## config.mk

```make
export PLATFORM = sky130hd
export DESIGN_NAME = fir_mac_sequencer_flat
export DESIGN_NICKNAME = d
export VERILOG_FILES = /design/src/rtl/fir_pkg.sv /design/src/rtl/fir_mac_sequencer_if.sv /design/src/rtl/fir_hist_buf.sv /design/src/rtl/fir_mac_sequencer.sv /design/src/flat_wrapper.sv
export SDC_FILE = /design/constraint.sdc
export NUM_CORES = 2
export LEC_CHECK = 0
export CAP_MARGIN = 30
export CORE_MARGIN = 10
export CORE_UTILIZATION = 38
export CTS_CLUSTER_DIAMETER = 120
export CTS_CLUSTER_SIZE = 24
export DETAILED_ROUTE_END_ITERATION = 7
export PLACE_DENSITY_LB_ADDON = 0.08
export SKIP_CTS_REPAIR_TIMING = 1
export SYNTH_ARGS = -nofsm -noshare
export SYNTH_HDL_FRONTEND = slang
export SYNTH_HIERARCHICAL = 1
export SYNTH_SLANG_ARGS = --single-unit
export TNS_END_PERCENT = 100
```

## constraint.sdc

```tcl
create_clock -name clk -period 4.7 [get_ports clk]
set_input_delay 1.175 -clock clk [delete_from_list [all_inputs] [get_ports clk]]
set_output_delay 1.175 -clock clk [all_outputs]
set_load 0.01 [all_outputs]
```

## src/rtl/fir_pkg.sv

```systemverilog
// Shared definitions for the FIR MAC sequencer: default sizes, ALU op codes
// and the sequencer state encoding.
package fir_pkg;

    localparam int FIR_NTAPS   = 64;
    localparam int FIR_DW      = 16;
    localparam int FIR_RW      = 32;
    localparam int FIR_ALU_LAT = 3;

    localparam logic [1:0] OP_ADD = 2'b00;
    localparam logic [1:0] OP_MUL = 2'b01;

    typedef enum logic [1:0] {
        IDLE  = 2'd0,
        ISSUE = 2'd1,
        DRAIN = 2'd2
    } state_t;

endpackage

```

## src/rtl/fir_mac_sequencer_if.sv

```systemverilog
// Bundle of the sample handshake, coefficient write port, ALU operand/result
// bus, filter output and status signals of the FIR MAC sequencer.
//
// Sample handshake: a sample transfers on the rising edge where in_valid and
// in_ready are both high. The source keeps in_valid and in_sample stable until
// that edge; in_valid while in_ready is low has no effect. The output side has
// no ready: out_valid is a one-cycle pulse and out_data holds until the next.
interface fir_mac_sequencer_if
    import fir_pkg::*;
#(
    parameter int NTAPS = FIR_NTAPS,
    parameter int DW    = FIR_DW,
    parameter int RW    = FIR_RW
);
    localparam int AW = $clog2(NTAPS);

    logic          in_valid;
    logic          in_ready;
    logic [DW-1:0] in_sample;
    logic          coef_we;
    logic [AW-1:0] coef_addr;
    logic [DW-1:0] coef_wdata;
    logic [DW-1:0] alu_a;
    logic [DW-1:0] alu_b;
    logic [1:0]    alu_op_sel;
    logic [RW-1:0] alu_result;
    logic          out_valid;
    logic [RW-1:0] out_data;
    logic          busy;
    state_t        dbg_state;

    // Sequencer side.
    modport slave (
        input  in_valid, in_sample, coef_we, coef_addr, coef_wdata, alu_result,
        output in_ready, alu_a, alu_b, alu_op_sel, out_valid, out_data, busy,
        dbg_state
    );

    // Environment side: sample source, coefficient loader, ALU, consumer.
    modport master (
        output in_valid, in_sample, coef_we, coef_addr, coef_wdata, alu_result,
        input  in_ready, alu_a, alu_b, alu_op_sel, out_valid, out_data, busy,
        dbg_state
    );

endinterface

```

## src/rtl/fir_hist_buf.sv

```systemverilog
// Circular sample history. Each accepted sample is written at the write
// pointer, which then advances and wraps at NTAPS. The read port is
// combinational so the sequencer can present a tap in the same cycle it
// computes the index.
module fir_hist_buf
    import fir_pkg::*;
#(
    parameter  int NTAPS = FIR_NTAPS,
    parameter  int DW    = FIR_DW,
    localparam int AW    = $clog2(NTAPS)
) (
    input  logic          clk,
    input  logic          rst,
    input  logic          i_we,
    input  logic [DW-1:0] i_wdata,
    input  logic [AW-1:0] i_rd_idx,
    output logic [AW-1:0] o_wr_ptr,
    output logic [DW-1:0] o_rd_data
);

    logic [DW-1:0] r_mem [NTAPS];
    logic [AW-1:0] r_wr_ptr;

    // Write the new sample and advance the pointer; reset clears the history.
    always_ff @(posedge clk) begin
        if (rst) begin
            r_wr_ptr <= '0;
            for (int i = 0; i < NTAPS; i++) begin
                r_mem[i] <= '0;
            end
        end else if (i_we) begin
            r_mem[r_wr_ptr] <= i_wdata;
            r_wr_ptr        <= r_wr_ptr + AW'(1);
        end
    end

    assign o_wr_ptr  = r_wr_ptr;
    assign o_rd_data = r_mem[i_rd_idx];

endmodule

```

## src/rtl/fir_mac_sequencer.sv

```systemverilog
// FIR MAC sequencer: per accepted sample, issues one multiply per tap to the
// shared pipelined ALU, tags each op in a valid shift register whose tail
// lines up with the returning result, accumulates modulo 2^RW and emits one
// output pulse once the final tagged product has been summed.
module fir_mac_sequencer
    import fir_pkg::*;
#(
    parameter int NTAPS   = FIR_NTAPS,
    parameter int DW      = FIR_DW,
    parameter int RW      = FIR_RW,
    parameter int ALU_LAT = FIR_ALU_LAT
) (
    input  logic                clk,
    input  logic                rst,
    fir_mac_sequencer_if.slave  bus
);

    localparam int AW = $clog2(NTAPS);
    localparam logic [AW-1:0]      TAP_LAST  = AW'(NTAPS - 1);
    // Only the oldest tag left in flight: its result arrives this cycle.
    localparam logic [ALU_LAT-1:0] TAIL_MASK = ALU_LAT'(1) << (ALU_LAT - 1);

    state_t             r_state;
    state_t             w_state_next;
    logic [AW-1:0]      r_base;
    logic [AW-1:0]      r_tap;
    logic [DW-1:0]      r_coef [NTAPS];
    logic [ALU_LAT-1:0] r_vsr;
    logic [RW-1:0]      r_acc;
    logic [RW-1:0]      r_out_data;
    logic               r_out_valid;

    logic               w_accept;
    logic               w_push;
    logic               w_vsr_tail;
    logic               w_last_result;
    logic [RW-1:0]      w_acc_sum;
    logic [AW-1:0]      w_wr_ptr;
    logic [AW-1:0]      w_rd_idx;
    logic [DW-1:0]      w_hist_rd;
    logic [DW-1:0]      w_alu_a;
    logic [DW-1:0]      w_alu_b;
    logic [1:0]         w_alu_op;

    assign w_accept      = (r_state == IDLE) && bus.in_valid;
    assign w_vsr_tail    = r_vsr[ALU_LAT-1];
    assign w_last_result = (r_state == DRAIN) && (r_vsr == TAIL_MASK);
    assign w_acc_sum     = r_acc + bus.alu_result;
    // Tap k pairs coefficient k with the sample k steps older than the newest.
    assign w_rd_idx      = r_base - r_tap;

    fir_hist_buf #(
        .NTAPS (NTAPS),
        .DW    (DW)
    ) u_hist (
        .clk       (clk),
        .rst       (rst),
        .i_we      (w_accept),
        .i_wdata   (bus.in_sample),
        .i_rd_idx  (w_rd_idx),
        .o_wr_ptr  (w_wr_ptr),
        .o_rd_data (w_hist_rd)
    );

    // Next-state and ALU operand selection; operands are zero outside ISSUE.
    always_comb begin
        w_state_next = r_state;
        w_alu_a      = '0;
        w_alu_b      = '0;
        w_alu_op     = OP_ADD;
        w_push       = 1'b0;
        case (r_state)
            IDLE: begin
                if (bus.in_valid) begin
                    w_state_next = ISSUE;
                end
            end
            ISSUE: begin
                w_alu_a  = w_hist_rd;
                w_alu_b  = r_coef[r_tap];
                w_alu_op = OP_MUL;
                w_push   = 1'b1;
                if (r_tap == TAP_LAST) begin
                    w_state_next = DRAIN;
                end
            end
            DRAIN: begin
                if (r_vsr == '0) begin
                    w_state_next = IDLE;
                end
            end
            default: begin
                w_state_next = IDLE;
            end
        endcase
    end

    // State register, tap counter and the history slot of the current sample.
    always_ff @(posedge clk) begin
        if (rst) begin
            r_state <= IDLE;
            r_base  <= '0;
            r_tap   <= '0;
        end else begin
            r_state <= w_state_next;
            if (w_accept) begin
                r_base <= w_wr_ptr;
                r_tap  <= '0;
            end else if (r_state == ISSUE) begin
                r_tap  <= r_tap + AW'(1);
            end
        end
    end

    // Coefficient bank: writes land only while IDLE, so a running sample never
    // sees its coefficients change underneath it.
    always_ff @(posedge clk) begin
        if (rst) begin
            for (int i = 0; i < NTAPS; i++) begin
                r_coef[i] <= '0;
            end
        end else if ((r_state == IDLE) && bus.coef_we) begin
            r_coef[bus.coef_addr] <= bus.coef_wdata;
        end
    end

    // Valid shift register and accumulator; a tail bit marks a result to add.
    always_ff @(posedge clk) begin
        if (rst) begin
            r_vsr <= '0;
            r_acc <= '0;
        end else begin
            r_vsr <= (r_vsr << 1) | ALU_LAT'(w_push);
            if (w_accept) begin
                r_acc <= '0;
            end else if (w_vsr_tail) begin
                r_acc <= w_acc_sum;
            end
        end
    end

    // Capture the final sum with its last product folded in and pulse once.
    always_ff @(posedge clk) begin
        if (rst) begin
            r_out_valid <= 1'b0;
            r_out_data  <= '0;
        end else begin
            r_out_valid <= w_last_result;
            if (w_last_result) begin
                r_out_data <= w_acc_sum;
            end
        end
    end

    assign bus.in_ready   = (r_state == IDLE);
    assign bus.busy       = (r_state != IDLE);
    assign bus.alu_a      = w_alu_a;
    assign bus.alu_b      = w_alu_b;
    assign bus.alu_op_sel = w_alu_op;
    assign bus.out_valid  = r_out_valid;
    assign bus.out_data   = r_out_data;
    assign bus.dbg_state  = r_state;

endmodule

```

## src/flat_wrapper.sv

```systemverilog
// flat-port wrapper written by rule: the top's interface ports become plain ports
module fir_mac_sequencer_flat import fir_pkg::*;
#(
    parameter int NTAPS   = FIR_NTAPS,
    parameter int DW      = FIR_DW,
    parameter int RW      = FIR_RW,
    parameter int ALU_LAT = FIR_ALU_LAT
)
  (clk, rst, bus_in_valid, bus_in_sample, bus_coef_we, bus_coef_addr, bus_coef_wdata, bus_alu_result, bus_in_ready, bus_alu_a, bus_alu_b, bus_alu_op_sel, bus_out_valid, bus_out_data, bus_busy, bus_dbg_state);
  fir_mac_sequencer_if #(.NTAPS(NTAPS), .DW(DW), .RW(RW)) bus_i ();
  input  logic clk;
  input  logic rst;
  input wire logic [$bits(bus_i.in_valid)-1:0] bus_in_valid;
  input wire logic [$bits(bus_i.in_sample)-1:0] bus_in_sample;
  input wire logic [$bits(bus_i.coef_we)-1:0] bus_coef_we;
  input wire logic [$bits(bus_i.coef_addr)-1:0] bus_coef_addr;
  input wire logic [$bits(bus_i.coef_wdata)-1:0] bus_coef_wdata;
  input wire logic [$bits(bus_i.alu_result)-1:0] bus_alu_result;
  output wire logic [$bits(bus_i.in_ready)-1:0] bus_in_ready;
  output wire logic [$bits(bus_i.alu_a)-1:0] bus_alu_a;
  output wire logic [$bits(bus_i.alu_b)-1:0] bus_alu_b;
  output wire logic [$bits(bus_i.alu_op_sel)-1:0] bus_alu_op_sel;
  output wire logic [$bits(bus_i.out_valid)-1:0] bus_out_valid;
  output wire logic [$bits(bus_i.out_data)-1:0] bus_out_data;
  output wire logic [$bits(bus_i.busy)-1:0] bus_busy;
  output wire logic [$bits(bus_i.dbg_state)-1:0] bus_dbg_state;
  assign bus_i.in_valid = bus_in_valid;
  assign bus_i.in_sample = bus_in_sample;
  assign bus_i.coef_we = bus_coef_we;
  assign bus_i.coef_addr = bus_coef_addr;
  assign bus_i.coef_wdata = bus_coef_wdata;
  assign bus_i.alu_result = bus_alu_result;
  assign bus_in_ready = bus_i.in_ready;
  assign bus_alu_a = bus_i.alu_a;
  assign bus_alu_b = bus_i.alu_b;
  assign bus_alu_op_sel = bus_i.alu_op_sel;
  assign bus_out_valid = bus_i.out_valid;
  assign bus_out_data = bus_i.out_data;
  assign bus_busy = bus_i.busy;
  assign bus_dbg_state = bus_i.dbg_state;
  fir_mac_sequencer #(.NTAPS(NTAPS), .DW(DW), .RW(RW), .ALU_LAT(ALU_LAT)) u_core (.clk(clk), .rst(rst), .bus(bus_i));
endmodule
```

# Word level (Yosys, flattened, before mapping)

Memory sizes are Yosys's and may differ from the RTL's. A register that Yosys moved wholly into a read port is not among the register bits.
Index checks and enable logic that the tools add are counted.

Equal/unequal tests: 7
Add/sub/neg operators: 4
Muxes and demuxes: 24
Reductions and logical operators: 10
Bitwise operators: 1

Operators with widths:

| kind                | count |
|---|---|
| $mux 16             | 4 |
| $add 32x32->32      | 1 |
| $reduce_or 16->1    | 2 |
| $mux 6              | 4 |
| $add 6x1->6 const B | 2 |
| $mux 1              | 12 |
| $eq 6x6->1 const B  | 1 |
| $mux 2              | 3 |
| $pmux 2 s3          | 1 |
| $sub 6x6->6         | 1 |
| $ne 2x2->1 const B  | 2 |
| $eq 3x3->1 const B  | 1 |
| $logic_and 1x1->1   | 3 |
| $logic_not 3->1     | 1 |
| $or 3x1->3          | 1 |
| $reduce_and 3->1    | 1 |
| $eq 2x1->1 const B  | 1 |
| $eq 2x2->1 const B  | 1 |
| $logic_not 2->1     | 1 |
| $ne 2x1->1 const B  | 1 |
| $reduce_bool 2->1   | 1 |
| $reduce_or 2->1     | 1 |

Output and inout port bits: 71
Memories: 2
Word-level logic and storage cells: 56
Bits of input ports: 74
Memory bits (writable): 2048
Flip-flop bits (word level): 88

Memories:

| memory              | depth | width | read ports | clocked after memory_dff | write ports | line                    | source |
|---|---|---|---|---|---|---|---|
| u_core.r_coef       | 64    | 16    | 1          | 1                        | 64          | fir_mac_sequencer.sv:27 | `logic [DW-1:0] r_coef [NTAPS];` |
| u_core.u_hist.r_mem | 64    | 16    | 1          | 0                        | 64          | fir_hist_buf.sv:21      | `logic [DW-1:0] r_mem [NTAPS];` |

# Depth between registers and ports, before layout

Depth in word-level cells: 7
Gate-level depth with buffers: 15
Depth with buffers taken out: 13

# Modules after synthesis

The synthesis kept the hierarchy.

Modules (own cells, without submodules):

| module            | cells an instance | sequential area each (sq um) | area each (sq um) | instances |
|---|---|---|---|---|
| fir_mac_sequencer | 3438              | 32511.2                      | 51788.4           | 1 |
| fir_hist_buf      | 3003              | 30869.6                      | 47151.5           | 1 |

# Worst setup path after synthesis

OpenSTA, ideal clock, no wires.

Kind: register to output
Start: reg u_core.r_base[0]
End: out bus_alu_a[10]
Stages on the path, launching flop included: 14
Required time: 3525 ps
Setup slack: 594 ps
Data arrival time: 2931 ps
Path buffers: 2
Cells stage by stage: dfxtp_1 inv_1 ha_1 fa_1 inv_1 a21o_1 a21oi_1 xnor2_1 clkbuf_1 buf_2 mux4_2 nor2_1 o32ai_1 and2_1

Longest elaborated chain between the ends: 3

RTL lines:

| what                     | line                     | source |
|---|---|---|
| start: declaration       | fir_mac_sequencer.sv:25  | `logic [AW-1:0] r_base;` |
| start signal: assignment | fir_mac_sequencer.sv:107 | `r_base <= w_wr_ptr;` |
| $sub 6x6->6              | fir_mac_sequencer.sv:50  | `assign w_rd_idx = r_base - r_tap;` |
| net u_core.w_rd_idx[4]   | fir_mac_sequencer.sv:39  | `logic [AW-1:0] w_rd_idx;` |
| $mem_v2 64x16            | -                        |  |
| net u_core.w_hist_rd[10] | fir_mac_sequencer.sv:40  | `logic [DW-1:0] w_hist_rd;` |
| $mux 16                  | fir_mac_sequencer.sv:72  | `case (r_state)` |
| end: declaration         | flat_wrapper.sv:20       | `output wire logic [$bits(bus_i.alu_a)-1:0] bus_alu_a;` |

The timed path passes the listed nets, and every way through them passes these cells.

# Final worst setup path

Start: reg u_core.r_base[0]
End: out bus_alu_a[3]

The elaborated chain is that of the path after synthesis.

==> key figures <==
GRT
  – Number of global-route vias before repair: 54700
  – Antenna violations before repair: 38
  – Grt total ovfl: 0
  – Largest net degree at the start of global routing: 65
  – Overall Global Routing Usage: 0.209
  – First-pass GRT wire length: 426000 um

Clocking
  – CTS H-tree depth: 3
  – CTS sink count: 2142
  – CTS tree: built
  – Cts bufs inserted: 99
  – Clk pin slew, worst setup/hold paths: 100 ps
  – Clock Tree Buf Depth: 3
  – Clock Root Buffer: clkbuf_16
  – Worst skew pair latency: 790 ps

Final layout
  – Highest-count cells in the layout ignoring fill and taps: and2_1 (2072), edfxtp_1 (2048), mux4_2 (603), buf_4 (509), nor2_1 (191)
  – Area grow syn2layout: 13.5%
  – Most common cell after layout, fill and taps aside: and2_1
  – FILL cells: 22800
  – Share of post-route cells with drive strength above 1: 0.246
  – Final Core Density: 0.433
  – Fin nets: 6876

Floorplan
  – Die Area: 281000 sq um
  – Core region area: 259000 sq um
  – Die Span Y: 530 um
  – Die width: 530 um
  – Initial core utilization: 0.381
  – Row cnt: 187
  – # IOs: 145

Route
  – Wire length on met1: 145000 um
  – Drt drc: 0
  – DR WL met3: 16700 um
  – Via Count: 55000
  – DR WL met2: 138000 um
  – Routed wire length: 305000 um
  – Routed Antenna Nets: 0
  – Vias per inst: 5.38
  – WL/cell: 29.8 um
  – Detailed Routing Iterations Pass 1: 6
  – Uppermost layer routed: met5
  – DRT iter0 DRCs: 5696

Run status
  – Status: complete, but fails checks
  – Violated checks: negative setup slack

Logic synthesis
  – Synth Flop Type: edfxtp_1
  – Synth Area in Compound Gates: 0.0202
  – Post-synth EDFFs: 2048
  – Async S/R FF share, synth: 0
  – Post-synthesis xor/xnor area fraction: 0.00350
  – Synth Area in Adders: 0.00521
  – Main combinational cell family by area after synthesis: simple AND/OR/NAND/NOR gates
  – Register bit total from synthesis: 2142
  – Synth Area in Simple Gates: 0.157
  – Post-Syn Nets: 6555
  – YS warnings: 6
  – Synthesized instance count: 6441
  – Register area share after synthesis: 0.641
  – Mapped cell area: 98900 sq um
  – Number of distinct library cells after synthesis: 73
  – Mux cell area share after synthesis: 0.146
  – Synthesized area per cell: 15.4 sq um

Timing
  – Slew Viols, Final: 0
  – Hold Violations, Final: 0
  – Fin crit period: 5450 ps
  – Achievable Freq: 0.184 GHz
  – Setup TNS: -15430 ps
  – Clock Skew: 32.4 ps
  – Final Setup Violations: 32
  – RSZ-0062 raised after global routing: true
  – Final WS setup: -749 ps
  – Max_slew headroom: 0.359
  – Final period utilization: 1.16
  – Worst slew pin tran: 962 ps

Worst setup path
  – Arrival time at the worst endpoint: 4270 ps
  – Worst setup startpoint: u_core/r_base[0]
  – Critical path peak fanout: 5
  – Critical R2R Launch: u_core/r_acc[0]
  – CP cell instances: inv_2 > ha_4 > fa_2 > bufinv_16 > buf_16 > buf_12 > buf_12 > buf_8 > buf_6 > mux4_2 > mux4_2 > nor2_2 > buf_6 > o32ai_2 > and2_1 > clkbuf_2
  – Setup slack, reg-to-reg: 1460 ps
  – Crit-path max cell delay: 580 ps
  – R2R Path End: u_core/r_acc[28]
  – CP endpoint: bus_alu_a[3]
  – Slowest cell on the critical path: fa_2
  – CP Depth: 16
  – Crit path launch type: flop
  – Worst reg-to-reg path cell count: 13
  – CP Capture Type: primary output
  – Crit Path Class: flop to primary output
  – Top delay family on crit path: buffers and inverters
  – CP required: 3520 ps
  – Buf/Inv on CP: 9

Power and ir drop
  – Max rail drop VDD: 0.302 mV
  – Cell leakage power: 39.2 nW
  – Pwr dens: 334 nW/um^2

Placement
  – Port Buffers: 143
  – Setup WS pre-CTS: -471 ps
  – Gpl congestion: 0.847
  – Detailed placer's ending HPWL: 198000 um

Worst hold path
  – Hold Crit Class: flop to flop

Flow run
  – Max-cap viol count: 0
[worst min path at each step]
stage | depth (start not counted) | to | startpoint | slack [ps]
3_3_place_gp | 2 | u_core/bus.out_data[3] | u_core/bus.out_data[3] | 440
4_1_cts | 2 | u_core/bus.out_data[0] | u_core/bus.out_data[0] | 460
6_report | 2 | u_core/bus.out_data[0] | u_core/bus.out_data[0] | 460
5_1_grt | 2 | u_core/bus.out_data[14] | u_core/bus.out_data[14] | 490
3_5_place_dp | 2 | u_core/bus.out_data[0] | u_core/bus.out_data[0] | 450
2_1_floorplan | 2 | u_core/r_base[4] | u_core/u_hist/o_wr_ptr[4] | 430
[Yosys cell counts (all sizes together), types with 38 or more instances]
| library cell | count | share of area |
|---|---|---|
| mux2i | 72 | 0.0073 |
| edfxtp | 2048 | 0.62 |
| buf | 149 | 0.0090 |
| or2 | 67 | 0.0042 |
| clkbuf | 447 | 0.017 |
| ha | 38 | 0.0048 |
| mux4 | 605 | 0.14 |
| dfxtp | 94 | 0.019 |
| a21oi | 57 | 0.0029 |
| nor2 | 206 | 0.0078 |
| nand2 | 107 | 0.0041 |
| o21ai | 85 | 0.0043 |
| and2 | 2087 | 0.13 |
[registers in the layout, summed over array words and instances (netlist names), named ones only]
name and cells:
u_core/bus.out_valid 1, u_core/r_tap 6, u_core/r_acc 32, u_core/r_base 6
u_core/r_vsr 3, u_core/u_hist/o_wr_ptr 6, u_core/r_coef 1024, u_core/bus.dbg_state 2
u_core/bus.out_data 32, u_core/u_hist/r_mem 1024
[layer usage]
metal / GRT usage / up-vias
met4: 0.0359 / 2
li1: - / 24200
met5: 0 / -
met3: 0.0266 / 201
met1: 0.321 / 29200
met2: 0.322 / 1428
[per-stage QoR]
stage	std cells	hold slack [ps]	power [W]	area, sq um
after CTS	10100	464	0.0373	110000
after detailed placement	9918	448	0.0272	107000
final	10200	462	0.0375	112000
after global routing	10200	490	0.0388	112000
after global placement	9890	445	0.0272	107000
after floorplan	6441	431	0.0247	98900
[cell type report]
| cell class | count | area (sq um) | share of cell area |
|---|---|---|---|
| sequential | 2142 | 63400 | 0.565 |
| multi-input combinational | 3678 | 33600 | 0.299 |
| timing repair buffer | 816 | 8090 | 0.0720 |
| tap | 3402 | 4260 | 0.0379 |
| clock buffer | 134 | 2670 | 0.0238 |
| inverter | 25 | 129 | 0.00115 |
| clock inverter | 6 | 73.8 | 0.000657 |
| antenna | 18 | 45.0 | 0.000401 |
[power breakdown]
part / switching [W] / total, W / internal (W)
registers: 0.000227 / 0.0218 / 0.0215
logic: 0.00309 / 0.00555 / 0.00245
clock network: 0.00618 / 0.0102 / 0.00402
[cell families (layout without fill, tap and decap cells)]
family / Yosys count / count (layout)
adders and majority gates: 40 / 40
other: 1 / 19
DFF: 2142 / 2142
muxes: 686 / 686
and+or+nand+nor: 2612 / 2612
xor gates and xnor gates: 38 / 38
buffers and inverters: 621 / 981
AOI/OAI and AO/OA: 301 / 301
[worst min-delay path: cells and delay by family, from the launching register on]
family	cells	cell delay, ps
and+or+nand+nor	1	50
DFF	1	320
AOI/OAI and AO/OA	1	50
Power figures use the tool's default switching activity.
